`config.mk`:
```
export PLATFORM = sky130hd
export DESIGN_NAME = fetch_prefetch_unit
export DESIGN_NICKNAME = d
export VERILOG_FILES = /design/src/rtl/fetch_prefetch_unit.sv
export SDC_FILE = /design/constraint.sdc
export NUM_CORES = 1
export LEC_CHECK = 0
export CAP_MARGIN = 20
export CORE_ASPECT_RATIO = 1.25
export CORE_MARGIN = 4
export CORE_UTILIZATION = 31
export DETAILED_ROUTE_END_ITERATION = 16
export SLEW_MARGIN = 15
export SYNTH_ARGS = -nofsm -noshare
export SYNTH_HDL_FRONTEND = slang
export SYNTH_SLANG_ARGS = --single-unit
```
`constraint.sdc`:
```
create_clock -name clk -period 13.8 [get_ports clk]
set_clock_uncertainty 0.1 [all_clocks]
set_input_delay 2.76 -clock clk [delete_from_list [all_inputs] [get_ports clk]]
set_output_delay 2.76 -clock clk [all_outputs]
set_load 0.02 [all_outputs]
```
`src/rtl/fetch_prefetch_unit.sv`:
```
// Instruction-fetch front end: one outstanding wait-style memory request feeding a
// DEPTH-entry prefetch queue, with branch redirect and store-driven invalidation.
module fetch_prefetch_unit #(
  parameter int              XLEN     = 32,
  parameter int              DEPTH    = 4,
  parameter logic [XLEN-1:0] RESET_PC = '0
) (
  input  logic                       clk,
  input  logic                       rst,
  output logic                       imem_req,
  output logic [XLEN-1:0]            imem_addr,
  input  logic                       imem_wait,
  input  logic [31:0]                imem_data,
  output logic                       out_valid,
  output logic [XLEN-1:0]            out_pc,
  output logic [31:0]                out_instr,
  input  logic                       out_ready,
  input  logic                       redirect,
  input  logic [XLEN-1:0]            redirect_pc,
  input  logic                       inval,
  input  logic [XLEN-1:0]            inval_addr,
  input  logic [1:0]                 inval_size,
  output logic [$clog2(DEPTH+1)-1:0] count
);
  localparam int PTR_W = $clog2(DEPTH);
  localparam int CNT_W = $clog2(DEPTH+1);
  localparam logic [XLEN-1:0] WORD_MASK = ~XLEN'(3);

  typedef enum logic [1:0] {IDLE, REQ, DISCARD} state_t;

  state_t            state_reg, state_next;
  logic              req_reg;
  logic [XLEN-1:0]   addr_reg, addr_next;
  logic [XLEN-1:0]   fetch_pc_reg, fetch_next;
  logic [PTR_W-1:0]  rd_ptr_reg;
  logic [CNT_W-1:0]  count_reg, count_next;
  logic [XLEN-1:0]   pc_mem    [DEPTH];
  logic [31:0]       instr_mem [DEPTH];

  logic              pop, complete, push_en, kill;
  logic [CNT_W-1:0]  pop_cnt;
  logic [PTR_W-1:0]  wr_idx, match_idx;
  logic [XLEN-1:0]   inval_span, inval_end, match_pc;
  logic [DEPTH-1:0]  slot_hit;
  logic              q_hit, req_hit;
  logic [CNT_W-1:0]  match_off;

  // A store spans at most two words, so the range test reduces to two word compares.
  function automatic logic word_hit(input logic [XLEN-1:0] pc, input logic [XLEN-1:0] lo,
                                    input logic [XLEN-1:0] hi);
    return (((pc ^ lo) & WORD_MASK) == '0) || (((pc ^ hi) & WORD_MASK) == '0);
  endfunction

  assign imem_req  = req_reg;
  assign imem_addr = addr_reg;
  assign count     = count_reg;
  assign out_valid = (count_reg != '0);
  assign out_pc    = pc_mem[rd_ptr_reg];
  assign out_instr = instr_mem[rd_ptr_reg];

  assign pop      = out_valid && out_ready;
  assign pop_cnt  = CNT_W'(pop);
  assign complete = req_reg && !imem_wait;
  assign wr_idx   = rd_ptr_reg + count_reg[PTR_W-1:0];

  always_comb begin
    case (inval_size)
      2'b00:   inval_span = XLEN'(0);
      2'b01:   inval_span = XLEN'(1);
      default: inval_span = XLEN'(3);
    endcase
  end
  assign inval_end = inval_addr + inval_span;

  // Slot gi is gi entries behind the head; it is live if it survives this cycle's pop.
  for (genvar gi = 0; gi < DEPTH; gi++) begin : g_match
    logic [PTR_W-1:0] idx;
    assign idx = rd_ptr_reg + PTR_W'(gi);
    assign slot_hit[gi] = (CNT_W'(gi) >= pop_cnt) && (CNT_W'(gi) < count_reg) &&
                          word_hit(pc_mem[idx], inval_addr, inval_end);
  end

  always_comb begin
    q_hit     = 1'b0;
    match_off = '0;
    for (int i = DEPTH - 1; i >= 0; i--) begin
      if (slot_hit[i]) begin
        q_hit     = 1'b1;
        match_off = CNT_W'(i);
      end
    end
  end
  assign match_idx = rd_ptr_reg + match_off[PTR_W-1:0];
  assign match_pc  = pc_mem[match_idx];
  assign req_hit   = (state_reg == REQ) && word_hit(addr_reg, inval_addr, inval_end);

  always_comb begin
    push_en    = (state_reg == REQ) && complete;
    kill       = 1'b0;
    fetch_next = push_en ? addr_reg + XLEN'(4) : fetch_pc_reg;
    count_next = count_reg - pop_cnt + CNT_W'(push_en);
    if (redirect) begin
      push_en    = 1'b0;
      kill       = (state_reg == REQ);
      fetch_next = redirect_pc & WORD_MASK;
      count_next = '0;
    end else if (inval && q_hit) begin
      push_en    = 1'b0;
      kill       = (state_reg == REQ);
      fetch_next = match_pc;
      count_next = match_off - pop_cnt;
    end else if (inval && req_hit) begin
      push_en    = 1'b0;
      kill       = 1'b1;
      fetch_next = addr_reg;
      count_next = count_reg - pop_cnt;
    end
    // A pending request holds its address; a killed one finishes in DISCARD.
    if (req_reg && !complete) begin
      state_next = (state_reg == DISCARD || kill) ? DISCARD : REQ;
      addr_next  = addr_reg;
    end else begin
      state_next = (count_next < CNT_W'(DEPTH)) ? REQ : IDLE;
      addr_next  = fetch_next;
    end
  end

  always_ff @(posedge clk) begin
    if (rst) begin
      state_reg    <= IDLE;
      req_reg      <= 1'b0;
      addr_reg     <= RESET_PC;
      fetch_pc_reg <= RESET_PC;
      rd_ptr_reg   <= '0;
      count_reg    <= '0;
    end else begin
      state_reg    <= state_next;
      req_reg      <= (state_next != IDLE);
      addr_reg     <= addr_next;
      fetch_pc_reg <= fetch_next;
      rd_ptr_reg   <= rd_ptr_reg + PTR_W'(pop);
      count_reg    <= count_next;
    end
  end

  always_ff @(posedge clk) begin
    if (push_en) begin
      pc_mem[wr_idx]    <= addr_reg;
      instr_mem[wr_idx] <= imem_data;
    end
  end
endmodule

```
-- Word level (Yosys, flattened, before mapping)
Memory sizes are Yosys's and may differ from the RTL's. A register that Yosys moved wholly into a read port is not among the register bits.
Index checks and enable logic that the tools add are counted.
- reductions and logical operators: 36
- add/sub/neg operators: 11
- bitwise logic cells: 10
- multiplexer cells: 29
- equal/unequal tests: 3
- $lt $le $gt $ge: 9
- operators by type and width (cell ; count):
    $logic_not 32->1 ; 10
    $xor 32x32->32 ; 10
    $mux 32 ; 4
    $add 32x3->32 const B ; 1
    $add 32x32->32 ; 1
    $mux 2 ; 8
    $logic_and 1x1->1 ; 15
    $mux 1 ; 13
    $mux 3 ; 3
    $logic_or 1x1->1 ; 6
    $lt 1x3->1 const A ; 2
    $lt 2x3->1 const A ; 2
    $add 2x2->2 ; 2
    $add 2x2->2 const B ; 2
    $eq 2x1->1 const B ; 2
    $ge 2x1->1 const A ; 2
    $pmux 2 s2 ; 1
    $add 3x1->3 ; 1
    $lt 3x3->1 const B ; 1
    $reduce_bool 3->1 ; 1
    $sub 2x1->3 ; 1
    $sub 3x1->3 ; 1
    $add 2x1->2 ; 1
    $add 2x1->2 const B ; 1
    other kinds (5) ; 7
- input port bits: 104
- output and inout port bits: 101
- flip-flop bits (word level): 72
- memories: 2
- RAM bits: 256
- memories (memory ; depth ; bits a word ; rd ports ; clocked after Yosys merged registers in ; wr ports ; RTL line ; source):
    instr_mem ; 4 ; 32 ; 1 ; 1 ; 1 ; 38 ; logic [31:0] instr_mem [DEPTH];
    pc_mem ; 4 ; 32 ; 5 ; 1 ; 1 ; 37 ; logic [XLEN-1:0] pc_mem [DEPTH];

-- Depth between registers and ports, before layout
- depth after elaboration: 18
- mapped depth: 24

-- Worst setup path before layout
No wires, ideal clock.
- path kind: input port to flip-flop
- start: input inval_size[1]
- end: memory instr_mem[0][0] (enable)
- setup slack: 1.271 ns
- path buffers: 2
- arrival time: 11.785 ns
- stages on the path: 13
- cell sequence: clkbuf_1 > ha_1 > o211ai_2 > a211oi_1 > nand4_1 > xor2_1 > and4b_1 > nand4_1 > o41ai_2 > o41ai_2 > nand2_1 > clkbuf_1 > nor4_1
- word-level cells in the longest chain between the ends: 16
- elaborated cells between the ends (all ways): 35
- ends and longest elaborated chain (item ; RTL line ; source):
    start: declaration ; 22 ; input logic [1:0] inval_size,
    $eq 2x1->1 or $logic_not 2->1 (tied branches) ; 67 ; case (inval_size)
    $pmux 2 s2 * ; 67 ;
    $add 32x32->32 * ; 73 ; assign inval_end = inval_addr + inval_span;
    $xor 32x32->32 ; 51 ; return (((pc ^ lo) & WORD_MASK) == '0) || (((pc ^ hi) & WORD_MASK) == '0);
    $logic_not 32->1 ; 51 ;
    $logic_or 1x1->1 ; 51 ;
    $logic_and 1x1->1 ; 79 ; assign slot_hit[gi] = (CNT_W'(gi) >= pop_cnt) && (CNT_W'(gi) < count_reg) &&
    $mux 1 (4 in series) ; 87 ; if (slot_hit[i]) begin
    $logic_and 1x1->1 ; 107 ; end else if (inval && q_hit) begin
    $mux 1 * ; 107 ;
    $mux 1 * ; 102 ; if (redirect) begin
    $mux 1 * ; 147 ; if (push_en) begin
    $mux 1 (implied by the code) * ; 149 ; instr_mem[wr_idx] <= imem_data;
    end: declaration ; 38 ;
Every way passes the cells marked *; elsewhere a longest branch is shown, timed or not.

-- Worst setup path after layout
- start: input inval_size[1]
- end: register addr_reg[3] (netlist: imem_addr[3])
- word-level cells in the longest chain between the ends: 15
- elaborated cells between the ends (all ways): 39
- ends and longest elaborated chain (item ; RTL line ; source):
    $eq 2x1->1 or $logic_not 2->1 (tied branches) ; 67 ;
    $pmux 2 s2 * ; 67 ;
    $add 32x32->32 * ; 73 ;
    $xor 32x32->32 ; 51 ;
    $logic_not 32->1 ; 51 ;
    $logic_or 1x1->1 ; 51 ;
    $logic_and 1x1->1 ; 79 ;
    $mux 2 (4 in series) ; 87 ;
    $add 2x2->2 ; 93 ; assign match_idx = rd_ptr_reg + match_off[PTR_W-1:0];
    $mem_v2 4x32 ; - ;
    $mux 32 * ; 107 ;
    $mux 32 * ; 102 ;
    end signal: assignment ; 139 ; addr_reg <= addr_next;
    end: declaration ; 33 ; logic [XLEN-1:0] addr_reg, addr_next;
Marks and branches as above.
A chain may end at the register's enable or synchronous reset.

==> summary.txt <==
Global routing
  • Maximum number of pins on one net before global-route repair: 110
  • Initial antenna violation count: 2
  • Vias in the first global route: 18100
  • Grt total ovfl: 0
  • Total track usage: 22.8%
  • First-pass GRT wire length: 130000 um

Setup path
  • Critical path class: in2reg
  • Reg-to-reg setup timing slack: 5.54 ns
  • Worst Path Arrival: 10.32 ns
  • Crit path max fanout: 32
  • Crit path required time: 14.13 ns
  • Critical Path End Type: register
  • Startpoint types: input port

Floorplanning
  • Die Span X: 250 um
  • Total Die Area: 77500 sq um
  • Core ar.: 72300 sq um
  • Die Ht: 310 um
  • # IOs: 205
  • FP Rows: 110
  • Starting Density: 31.4%

Clocking
  • Clock Tree Root: clkbuf_16
  • Cts bufs inserted: 34
  • Worst-Skew Late Latency: 0.54 ns
  • Post-CTS setup buffers: 0
  • Clock buffer depth: 3
  • Hold buffer count at CTS: 0
  • Clock-pin transition on the worst setup and hold timing paths: 0.06 ns
  • H-tree depth: 2
  • CTS sink cnt: 328
  • CTS tree: yes
  • Post_cts resized: 0

Layout
  • Final nets: 2173
  • Layout cell share with drive strength beyond 1: 14.7%
  • Util after Layout: 36.7%
  • Syn-to-layout area delta: 16.8%
  • Largest registers: instr_mem (128), pc_mem (128)

Timing
  • Pin slew with the least headroom to its limit: 1.11 ns
  • Hold Fails Final Rpt: 0
  • Fin Setup TNS: 0 ns
  • RSZ-0062 raised after global routing: no
  • Fin crit period: 9.99 ns
  • Max Freq: 100 MHz
  • Setup Viol. Count Final: 0
  • Final worst path period share: 72.4%
  • Final slew viol count: 0
  • Slew HR: 25.7%

Yosys
  • Most frequent cells after synthesis: edfxtp_1, xnor2_1, mux4_2
  • Ys flop type: edfxtp_1
  • Mapped cell area: 22700 sq um
  • Mapped Nets: 2039
  • Syn_area_per_cell: 11.8 sq um
  • Synth async-reset ratio: 0%
  • YS warnings: 0
  • Synth Instances: 1923
  • Top-count cell post-synth: edfxtp_1
  • Yosys top cell by area: edfxtp_1
  • Unique masters post-synth: 99
  • Sequential-to-total area share from yosys stat: 40.3%
  • Area fraction of the dominant cell type after synthesis: 33.9%
  • Main area contributors after synthesis: edfxtp_1, mux4_2, dfxtp_1, xnor2_1, mux2i_1
  • Post-synth EDFFs: 256
  • Yosys reg bits: 328

Routing
  • DRT iter0 DRCs: 1492
  • Final ANT Viol Nets: 0
  • Via Count: 17800
  • Post-Route WL: 91200 um
  • WL/cell: 30.1 um
  • Vias/cell: 5.87
  • Drc violations: 0
  • First-pass detailed-route iteration total: 5

Power and ir drop
  • Power per cell area: 96.0 nW/um^2
  • Leakage: 8.17 nW
  • Maximum vdd drop: 0.0968 mV

Run
  • Max capacitance violation total: 0

Placed design
  • Buffers on Ports: 202
  • RePlAce Congestion: 1.00
  • DP Wirelength: 70000 um

Outcome
  • Status: complete, no violations

Worst hold path
  • Hold WC Path Type: reg2reg
cells by family (layout without fill, tap and decap cells):
group / Yosys count / count (layout) / synth area share (%)
and+or+nand+nor: 592 / 592 / 14.4
DFF: 328 / 328 / 40.3
AOI/OAI and AO/OA: 302 / 302 / 10.1
muxes: 265 / 265 / 19.8
xor gates and xnor gates: 249 / 249 / 10.2
buffers and inverters: 175 / 332 / 4.54
adders and majority gates: 12 / 12 / 0.662
other: 0 / 2 / 0
layout make-up:
| class | count | area (sq um) |
|---|---|---|
| Timing Repair Buffer | 241 | 2320 |
| Multi-Input combinational cell | 1420 | 12600 |
| Fill cell | 7094 | 45800 |
| Clock buffer | 38 | 897 |
| Sequential cell | 328 | 9140 |
| Tap cell | 952 | 1190 |
| Clock inverter | 21 | 260 |
| Antenna cell | 2 | 5.00 |
| Inverter | 32 | 120 |
power by group:
group	internal (W)	switching, W
sequential	0.00109	0.0000428
combinational	0.000184	0.000278
clock	0.000564	0.000384
metrics by stage:
stage | power, W | hold slack, ns | instances | setup WS, ns | area, sq um
2_1_floorplan | 0.00141 | 0.457 | 1923 | 1.27 | 22700
3_3_place_gp | 0.00161 | 0.439 | 2972 | 3.49 | 25300
3_5_place_dp | 0.00161 | 0.447 | 2972 | 3.39 | 25300
4_1_cts | 0.00257 | 0.460 | 3031 | 3.98 | 26500
5_1_grt | 0.00263 | 0.478 | 3032 | 3.64 | 26500
6_report | 0.00254 | 0.458 | 3034 | 3.81 | 26500
path summary, 6_finish.rpt:
path,from,to,cells after the start
worst min register to register,imem_addr[0]$_SDFFE_PP0N_,pc_mem[3][0]$_DFFE_PP_,0
worst max register to register,rd_ptr_reg[1]$_SDFF_PP0_,imem_addr[3]$_SDFFE_PP0N_,19
worst min-delay path,imem_addr[0]$_SDFFE_PP0N_,pc_mem[3][0]$_DFFE_PP_,0
worst max-delay path,inval_size[1],imem_addr[3]$_SDFFE_PP0N_,21
layout by cell type (no fill, tap or decap), types with 14 or more instances in the layout:
cell and instances:
a211oi_1 24, a21oi_1 47, and3_1 29, and4_1 14
buf_4 37, clkbuf_16 35, clkdlybuf4s50_1 201, dfxtp_1 70
edfxtp_1 256, inv_1 27, mux2i_1 108, mux4_2 136
nand2_1 103, nand2b_1 15, nand3_1 51, nand4_1 62
nor2_1 105, nor3_1 74, nor4_1 36, o211ai_1 22
o21ai_0 36, o22ai_1 23, or3_1 14, xnor2_1 162
xor2_1 74
worst max-delay path: stages:
cell             delay [ns]
clkdlybuf4s50_1        0.52
ha_1                   0.59
clkinv_1               0.48
a211oi_1               0.31
buf_4                  0.29
nand4_2                0.53
xnor2_1                0.36
nand2_1                0.06
or4_1                  0.52
o41ai_1                0.85
a21oi_1                0.06
or2_2                  0.36
inv_1                  0.09
ha_2                   0.18
xor2_1                 0.35
nor3_1                 0.14
nor3_4                 0.20
buf_4                  0.54
mux2i_1                0.56
a211oi_1               0.15
a2111oi_1              0.36
per-layer routing:
metal  global-route usage, %  vias to the layer above  wire, um
met5                       0                        -         0
met4                    10.4                        0      4900
met3                    4.43                      169      6050
met2                    39.9                      728     45000
met1                    27.2                     9075     35200
li1                        -                     7831         -
(Power assumes the default switching activity.)
